**src/rtl/capture_sweep.sv**
```systemverilog
// capture_sweep: steps the signal_centre channel selector across every antenna
// input, waits for each channel to lock, records the locked phases and reduces
// them to one common capture phase using circular (mod RATIO) arithmetic.
module capture_sweep #(
    parameter int WIDTH  = 24,
    parameter int SBITS  = 5,
    parameter int RATIO  = 12,
    parameter int RBITS  = 4,
    parameter int FLUSH  = 4,
    parameter int SETTLE = 4,
    parameter int TBITS  = 12
) (
    input  logic             clock_i,
    input  logic             reset_ni,
    input  logic             start_i,
    output logic             busy_o,
    output logic             done_o,
    output logic [SBITS-1:0] select_o,
    output logic             align_o,
    output logic             cstart_o,
    output logic             creset_o,
    output logic             restart_o,
    input  logic             strobe_i,
    input  logic             locked_i,
    input  logic             invalid_i,
    input  logic [RBITS-1:0] phase_i,
    output logic [RBITS-1:0] phase_o,
    output logic [RBITS-1:0] spread_o,
    output logic             valid_o,
    output logic [WIDTH-1:0] fail_o
);

    localparam int FCW = (FLUSH > 1) ? $clog2(FLUSH) : 1;
    localparam int STW = $clog2(SETTLE + 1);

    localparam logic [RBITS:0]   RATIO_W   = (RBITS+1)'(RATIO);
    localparam logic [RBITS:0]   HALF_W    = (RBITS+1)'(RATIO / 2);
    localparam logic [RBITS:0]   BACK_W    = (RBITS+1)'(RATIO - RATIO / 2);
    localparam logic [TBITS-1:0] TMO_LAST  = {TBITS{1'b1}} - TBITS'(1);
    localparam logic [SBITS-1:0] SEL_LAST  = SBITS'(WIDTH - 1);
    localparam logic [FCW-1:0]   FLUSH_END = FCW'(FLUSH - 1);
    localparam logic [STW-1:0]   SETTLE_M1 = STW'(SETTLE - 1);

    typedef enum logic [2:0] {
        S_IDLE,
        S_FLUSH,
        S_ALIGN,
        S_NEXT,
        S_FINISH
    } state_t;

    state_t           state_q, state_d;
    logic [SBITS-1:0] sel_q, sel_d;
    logic [FCW-1:0]   flush_cnt_q, flush_cnt_d;
    logic [STW-1:0]   settle_q, settle_d;
    logic [TBITS-1:0] tmo_q, tmo_d;
    logic [RBITS-1:0] min_q, min_d, max_q, max_d;
    logic [RBITS-1:0] minr_q, minr_d, maxr_q, maxr_d;
    logic             any_q, any_d;
    logic [WIDTH-1:0] fail_work_q, fail_work_d;

    logic             busy_q, busy_d, done_q, done_d;
    logic             align_q, align_d, cstart_q, cstart_d;
    logic             creset_q, creset_d, restart_q, restart_d;
    logic [RBITS-1:0] phase_q, phase_d, spread_q, spread_d;
    logic             valid_q, valid_d;
    logic [WIDTH-1:0] fail_q, fail_d;

    // Rotated copy of the incoming phase: r = (p + H) mod RATIO.
    logic [RBITS:0]   rot_sum;
    logic [RBITS-1:0] rot_p;
    assign rot_sum = {1'b0, phase_i} + HALF_W;
    assign rot_p   = (rot_sum >= RATIO_W) ? RBITS'(rot_sum - RATIO_W) : rot_sum[RBITS-1:0];

    // Both candidate centres; the narrower spread wins, ties go straight.
    logic [RBITS-1:0] ss, sr, mid_s, mid_r;
    logic [RBITS:0]   sum_s, sum_r, back_sum;
    assign ss       = max_q - min_q;
    assign sr       = maxr_q - minr_q;
    assign sum_s    = {1'b0, min_q} + {1'b0, max_q};
    assign sum_r    = {1'b0, minr_q} + {1'b0, maxr_q};
    assign mid_s    = sum_s[RBITS:1];
    assign back_sum = {1'b0, sum_r[RBITS:1]} + BACK_W;
    assign mid_r    = (back_sum >= RATIO_W) ? RBITS'(back_sum - RATIO_W) : back_sum[RBITS-1:0];

    logic accept, chan_fail;
    assign accept    = strobe_i && locked_i && (settle_q == SETTLE_M1);
    assign chan_fail = invalid_i || (tmo_q == TMO_LAST);

    // Next-state, datapath updates and decoded outputs (registered below).
    always_comb begin
        state_d     = state_q;
        sel_d       = sel_q;
        flush_cnt_d = flush_cnt_q;
        settle_d    = settle_q;
        tmo_d       = tmo_q;
        min_d       = min_q;
        max_d       = max_q;
        minr_d      = minr_q;
        maxr_d      = maxr_q;
        any_d       = any_q;
        fail_work_d = fail_work_q;
        phase_d     = phase_q;
        spread_d    = spread_q;
        valid_d     = valid_q;
        fail_d      = fail_q;

        busy_d    = (state_q == S_FLUSH) || (state_q == S_ALIGN) || (state_q == S_NEXT);
        done_d    = (state_q == S_FINISH);
        align_d   = (state_q == S_ALIGN);
        cstart_d  = (state_q == S_ALIGN) && (tmo_q == '0);
        creset_d  = (state_q == S_FLUSH) && (flush_cnt_q == '0);
        restart_d = (state_q == S_FLUSH) && (flush_cnt_q == '0);

        unique case (state_q)
            S_IDLE: begin
                if (start_i) begin
                    sel_d       = '0;
                    flush_cnt_d = '0;
                    min_d       = '1;
                    max_d       = '0;
                    minr_d      = '1;
                    maxr_d      = '0;
                    any_d       = 1'b0;
                    state_d     = S_FLUSH;
                end
            end
            S_FLUSH: begin
                flush_cnt_d = flush_cnt_q + FCW'(1);
                if (flush_cnt_q == FLUSH_END) begin
                    tmo_d    = '0;
                    settle_d = '0;
                    state_d  = S_ALIGN;
                end
            end
            S_ALIGN: begin
                tmo_d = tmo_q + TBITS'(1);
                if (!locked_i) begin
                    settle_d = '0;
                end else if (strobe_i) begin
                    settle_d = settle_q + STW'(1);
                end
                if (chan_fail) begin
                    fail_work_d[sel_q] = 1'b1;
                    state_d            = S_NEXT;
                end else if (accept) begin
                    fail_work_d[sel_q] = 1'b0;
                    any_d              = 1'b1;
                    if (phase_i < min_q) min_d = phase_i;
                    if (phase_i > max_q) max_d = phase_i;
                    if (rot_p < minr_q) minr_d = rot_p;
                    if (rot_p > maxr_q) maxr_d = rot_p;
                    state_d = S_NEXT;
                end
            end
            S_NEXT: begin
                if (sel_q == SEL_LAST) begin
                    state_d = S_FINISH;
                end else begin
                    sel_d       = sel_q + SBITS'(1);
                    flush_cnt_d = '0;
                    state_d     = S_FLUSH;
                end
            end
            S_FINISH: begin
                fail_d  = fail_work_q;
                valid_d = any_q;
                if (!any_q) begin
                    phase_d  = '0;
                    spread_d = '0;
                end else if (ss <= sr) begin
                    phase_d  = mid_s;
                    spread_d = ss;
                end else begin
                    phase_d  = mid_r;
                    spread_d = sr;
                end
                state_d = S_IDLE;
            end
            default: state_d = S_IDLE;
        endcase
    end

    // State, datapath and output registers; reset abandons any sweep at once.
    always_ff @(posedge clock_i or negedge reset_ni) begin
        if (!reset_ni) begin
            state_q     <= S_IDLE;
            sel_q       <= '0;
            flush_cnt_q <= '0;
            settle_q    <= '0;
            tmo_q       <= '0;
            min_q       <= '0;
            max_q       <= '0;
            minr_q      <= '0;
            maxr_q      <= '0;
            any_q       <= 1'b0;
            fail_work_q <= '0;
            busy_q      <= 1'b0;
            done_q      <= 1'b0;
            align_q     <= 1'b0;
            cstart_q    <= 1'b0;
            creset_q    <= 1'b0;
            restart_q   <= 1'b0;
            phase_q     <= '0;
            spread_q    <= '0;
            valid_q     <= 1'b0;
            fail_q      <= '0;
        end else begin
            state_q     <= state_d;
            sel_q       <= sel_d;
            flush_cnt_q <= flush_cnt_d;
            settle_q    <= settle_d;
            tmo_q       <= tmo_d;
            min_q       <= min_d;
            max_q       <= max_d;
            minr_q      <= minr_d;
            maxr_q      <= maxr_d;
            any_q       <= any_d;
            fail_work_q <= fail_work_d;
            busy_q      <= busy_d;
            done_q      <= done_d;
            align_q     <= align_d;
            cstart_q    <= cstart_d;
            creset_q    <= creset_d;
            restart_q   <= restart_d;
            phase_q     <= phase_d;
            spread_q    <= spread_d;
            valid_q     <= valid_d;
            fail_q      <= fail_d;
        end
    end

    assign busy_o    = busy_q;
    assign done_o    = done_q;
    assign select_o  = sel_q;
    assign align_o   = align_q;
    assign cstart_o  = cstart_q;
    assign creset_o  = creset_q;
    assign restart_o = restart_q;
    assign phase_o   = phase_q;
    assign spread_o  = spread_q;
    assign valid_o   = valid_q;
    assign fail_o    = fail_q;

endmodule

```
**config.mk**
```make
export PLATFORM = sky130hd
export DESIGN_NAME = capture_sweep
export DESIGN_NICKNAME = d
export VERILOG_FILES = /design/src/rtl/capture_sweep.sv
export SDC_FILE = /design/constraint.sdc
export NUM_CORES = 1
export LEC_CHECK = 0
export CORE_MARGIN = 5
export CORE_UTILIZATION = 60
export DETAILED_ROUTE_END_ITERATION = 12
export PLACE_DENSITY = 0.83
export RECOVER_POWER = 25
export SETUP_SLACK_MARGIN = 0.3
export SYNTH_ARGS = -nofsm -noshare
export SYNTH_HDL_FRONTEND = slang
export SYNTH_SLANG_ARGS = --single-unit
```
**constraint.sdc**
```tcl
create_clock -name clock_i -period 6.2 [get_ports clock_i]
set_input_delay 1.24 -clock clock_i [delete_from_list [all_inputs] [get_ports clock_i]]
set_output_delay 1.24 -clock clock_i [all_outputs]
set_load 0.005 [all_outputs]
```
==> parameters.txt <==
Parameter                              Value

Timing
  Achievable clock frequency    0.2231 GHz
  Fin crit share    0.7228
  Setup clock skew after layout    0.01559 ns
  RSZ-0062 raised after global routing    no
  Relative slew slack    -0.6945
  Worst-margin pin slew    2.542 ns
  Worst Hold Margin    0.4722 ns
  Time the worst path needs with I/O delays and setup    4.481 ns
  Fin. Hold Viols    0
  Setup Viol. Count Final    0
  Summed negative setup slack over all endpoints    0 ns
  Setup slack of the critical path after layout    1.719 ns
  Final Slew Violations    88

Route
  WL met1    5.394 mm
  Routed Antenna Nets    0
  Detail Route met3 WL    551 um
  Post-detailed-route via-to-cell ratio    5.870
  Detail Route met2 WL    6.059 mm
  Number of iterations in the first detailed-routing pass    5
  Routed wire length    12.28 mm
  Starting DRT DRC Count    280
  WL per Instance    15.93 um
  Uppermost layer routed    met4
  DRC viols    0
  Number of vias after detailed routing    4,526

Finish
  Fin nets    698
  Count of inserted antenna diode cells    0
  Fraction of final layout cells with drive strength greater than 1    0.05607
  Synthesis-to-layout area growth    14.98%
  Post-route cell area    0.006513 mm2

Global route
  Wire length of the first global-routing pass    21.38 mm
  Vias in the first global route    4,579
  Maximum number of pins on one net before global-route repair    54
  Initial antenna violation count    0
  Gr usage total    0.2290
  Sum of overflow across all layers after global routing    0

Floorplan
  Die Wd    107.2 um
  Core ar.    0.009240 mm2
  Initial Utilization    0.6130
  Die extent in y    107.2 um
  Std cell rows    35
  IO Count    54
  DIE AREA    0.01148 mm2

Logic synthesis
  Count of synthesis-stage warnings from yosys    0
  Top FF cell, synth    sky130_fd_sc_hd__dfrtp_1
  Fraction of synthesis flops using an asynchronous set or reset pin    1.000
  Number of distinct library cell variants in the gate-level netlist after synthesis    55
  Synth top area cells    sky130_fd_sc_hd__dfrtp_1 (46%), sky130_fd_sc_hd__ha_1 (10%), sky130_fd_sc_hd__nand2_1 (7.2%)
  Share of Yosys cell area claimed by the top area cell type    0.4595
  Post-Synthesis Net Count    652
  Fraction of the yosys area taken by sequential cells    0.4595
  Post-synth EDFFs    0
  Post-Syn Instances    591
  Cell taking the most area after synthesis    sky130_fd_sc_hd__dfrtp_1
  Cell Area, Synth    0.005664 mm2
  Synthesized area per cell    9.584 um2
  Flip-flop and latch count after synthesis    104
  Most instantiated cells after synthesis    sky130_fd_sc_hd__nand2_1 (109), sky130_fd_sc_hd__dfrtp_1 (104), sky130_fd_sc_hd__o21ai_0 (65), sky130_fd_sc_hd__ha_1 (47), sky130_fd_sc_hd__inv_1 (37)
  Most frequently used cell type in the post-synthesis netlist    sky130_fd_sc_hd__nand2_1

Run status
  Outcome    finished, violations left
  Violated checks    capacitance limit, slew limit

Placed design
  Routability congestion estimate from global placement    0.8893
  Pre-CTS WS    1.426 ns
  Number of buffers inserted by port buffering    53
  HPWL after detailed placement    9.014 mm
  Post-detailed-placement cell area    0.006300 mm2

Worst hold path
  Hold crit path type    flip-flop to flip-flop

Setup path
  CP Cell Sequence    clkdlybuf4s50_1 > inv_1 > ha_1 > inv_1 > ha_1 > nor2b_1 > o21ai_0 > mux2i_1 > inv_1 > ha_1 > and4_1 > a21oi_1 > o21ai_1 > mux2_2
  Crit path buf inv count    4
  Crit path max fanout    5
  Required arrival time at the worst endpoint    6.46 ns
  Worst Setup Path Type    primary input to flip-flop
  Crit-path max cell delay    0.56 ns
  Family with the most delay on the worst path    adder cells
  Critical path launch point type    primary input
  Arr. time, crit path    4.74 ns
  Slowest-stage cell, CP    sky130_fd_sc_hd__clkdlybuf4s50_1
  Nature of the critical path endpoint    flip-flop

CTS
  CTS-repair resized insts    0
  Clock transition at the register clock pins on the worst setup and hold paths after CTS    0.12 ns
  Post-cts hold buffer count    0
  Number of buffers added for setup after CTS    0
  Bufs on Longest Clock Path    2
  Root Buffer    sky130_fd_sc_hd__clkbuf_8
  Number of sinks on the clock net    104
  CTS Buf Count    9
  Number of levels in the clock H-tree    3
  Clock tree from TritonCTS    built
  Worst skew pair latency    0.38 ns

Pwr
  Power Total    2399 uW
  Maximum ir drop on the vdd rail    0.0002405 V
  Leak    0.003114 uW
  Power per standard cell area    368.3 mW/mm2

Run
  Max_cap viols    2
==> placed cells by master, fill, tap and decap left out, types with 3 or more instances in the layout <==
cell	n
sky130_fd_sc_hd__a22o_1	4
sky130_fd_sc_hd__inv_1	38
sky130_fd_sc_hd__clkdlybuf4s50_1	52
sky130_fd_sc_hd__nand3b_1	4
sky130_fd_sc_hd__nand4_1	5
sky130_fd_sc_hd__a21oi_1	12
sky130_fd_sc_hd__a32o_1	4
sky130_fd_sc_hd__a211oi_1	6
sky130_fd_sc_hd__xor2_1	6
sky130_fd_sc_hd__nand2_1	109
sky130_fd_sc_hd__mux2_2	12
sky130_fd_sc_hd__inv_8	3
sky130_fd_sc_hd__o211ai_1	6
sky130_fd_sc_hd__nand2b_1	5
sky130_fd_sc_hd__o31ai_1	3
sky130_fd_sc_hd__dfrtp_1	104
sky130_fd_sc_hd__mux2i_1	13
sky130_fd_sc_hd__nor4_1	4
sky130_fd_sc_hd__nor3_1	6
sky130_fd_sc_hd__o21ai_0	65
sky130_fd_sc_hd__nor2_1	28
sky130_fd_sc_hd__xnor2_1	8
sky130_fd_sc_hd__and4_1	3
sky130_fd_sc_hd__and3_1	5
sky130_fd_sc_hd__fa_1	4
sky130_fd_sc_hd__nand3_1	19
sky130_fd_sc_hd__nor2b_1	8
sky130_fd_sc_hd__a21o_1	9
sky130_fd_sc_hd__ha_1	47
sky130_fd_sc_hd__clkbuf_8	9
==> logic make-up after synthesis <==
group           Yosys count  share of synthesized area
fa+ha+maj                51                     0.1180
flops                   104                     0.4595
mux                      25                    0.04683
xor+xnor                 14                    0.02165
simple gates            209                     0.1712
buf+inv                  60                    0.04042
compound gates          128                     0.1425
==> path summary, 6_finish.rpt <==
| check | depth (start not counted) | from | endpoint | slack, ns |
|---|---|---|---|---|
| setup / recovery | 14 | phase_i[1] | maxr_q[1] | 1.72 |
| hold / removal | 2 | flip-flop | fail_o[10] | 0.47 |
| setup reg to reg | 5 | state_q[0] | minr_q[2] | 2.95 |
| hold reg to reg | 2 | flip-flop | fail_o[10] | 0.47 |
| max in group asynchronous | 2 | reset_ni | settle_q[1] | 2.77 |
| min in group asynchronous | 1 | reset_ni | fail_o[18] | 1.63 |
==> area by class of cell <==
type	instances	area [um2]
tap	129	161.4
multi-input combinational	427	2839
timing repair buffer	56	543.0
fill	681	2728
inverter	39	146.4
clock inverter	7	96.34
sequential	104	2603
clock buffer	9	123.9
==> metal layers <==
metal	up-vias	global-route usage
li1	2148	-
met1	2226	0.3010
met2	123	0.3865
met3	29	0.02950
met4	0	0.08767
met5	-	0
==> metrics by stage <==
step | std cells | util
after floorplan | 591 | -
after global placement | 755 | 0.6818
after global routing | 771 | 0.7048
after detailed placement | 755 | 0.6818
after CTS | 771 | 0.7056
final | 771 | 0.7048
==> report_power, final <==
part / internal [uW] / total [uW] / switching (uW)
Combinational: 453 / 1090 / 638
Sequential: 757 / 848 / 90.7
Clock: 200 / 461 / 261
Total: 1410 / 2400 / 989
==> worst reg2reg max path: stages, from the launching register on <==
cell                       delay, ns
sky130_fd_sc_hd__dfrtp_1        0.65
sky130_fd_sc_hd__or3b_1         0.79
sky130_fd_sc_hd__clkinv_1       0.80
sky130_fd_sc_hd__o21ai_0        0.26
sky130_fd_sc_hd__o21a_1         0.27
sky130_fd_sc_hd__mux2_2         0.36
Note: power is estimated with default switching activity, not from simulation.
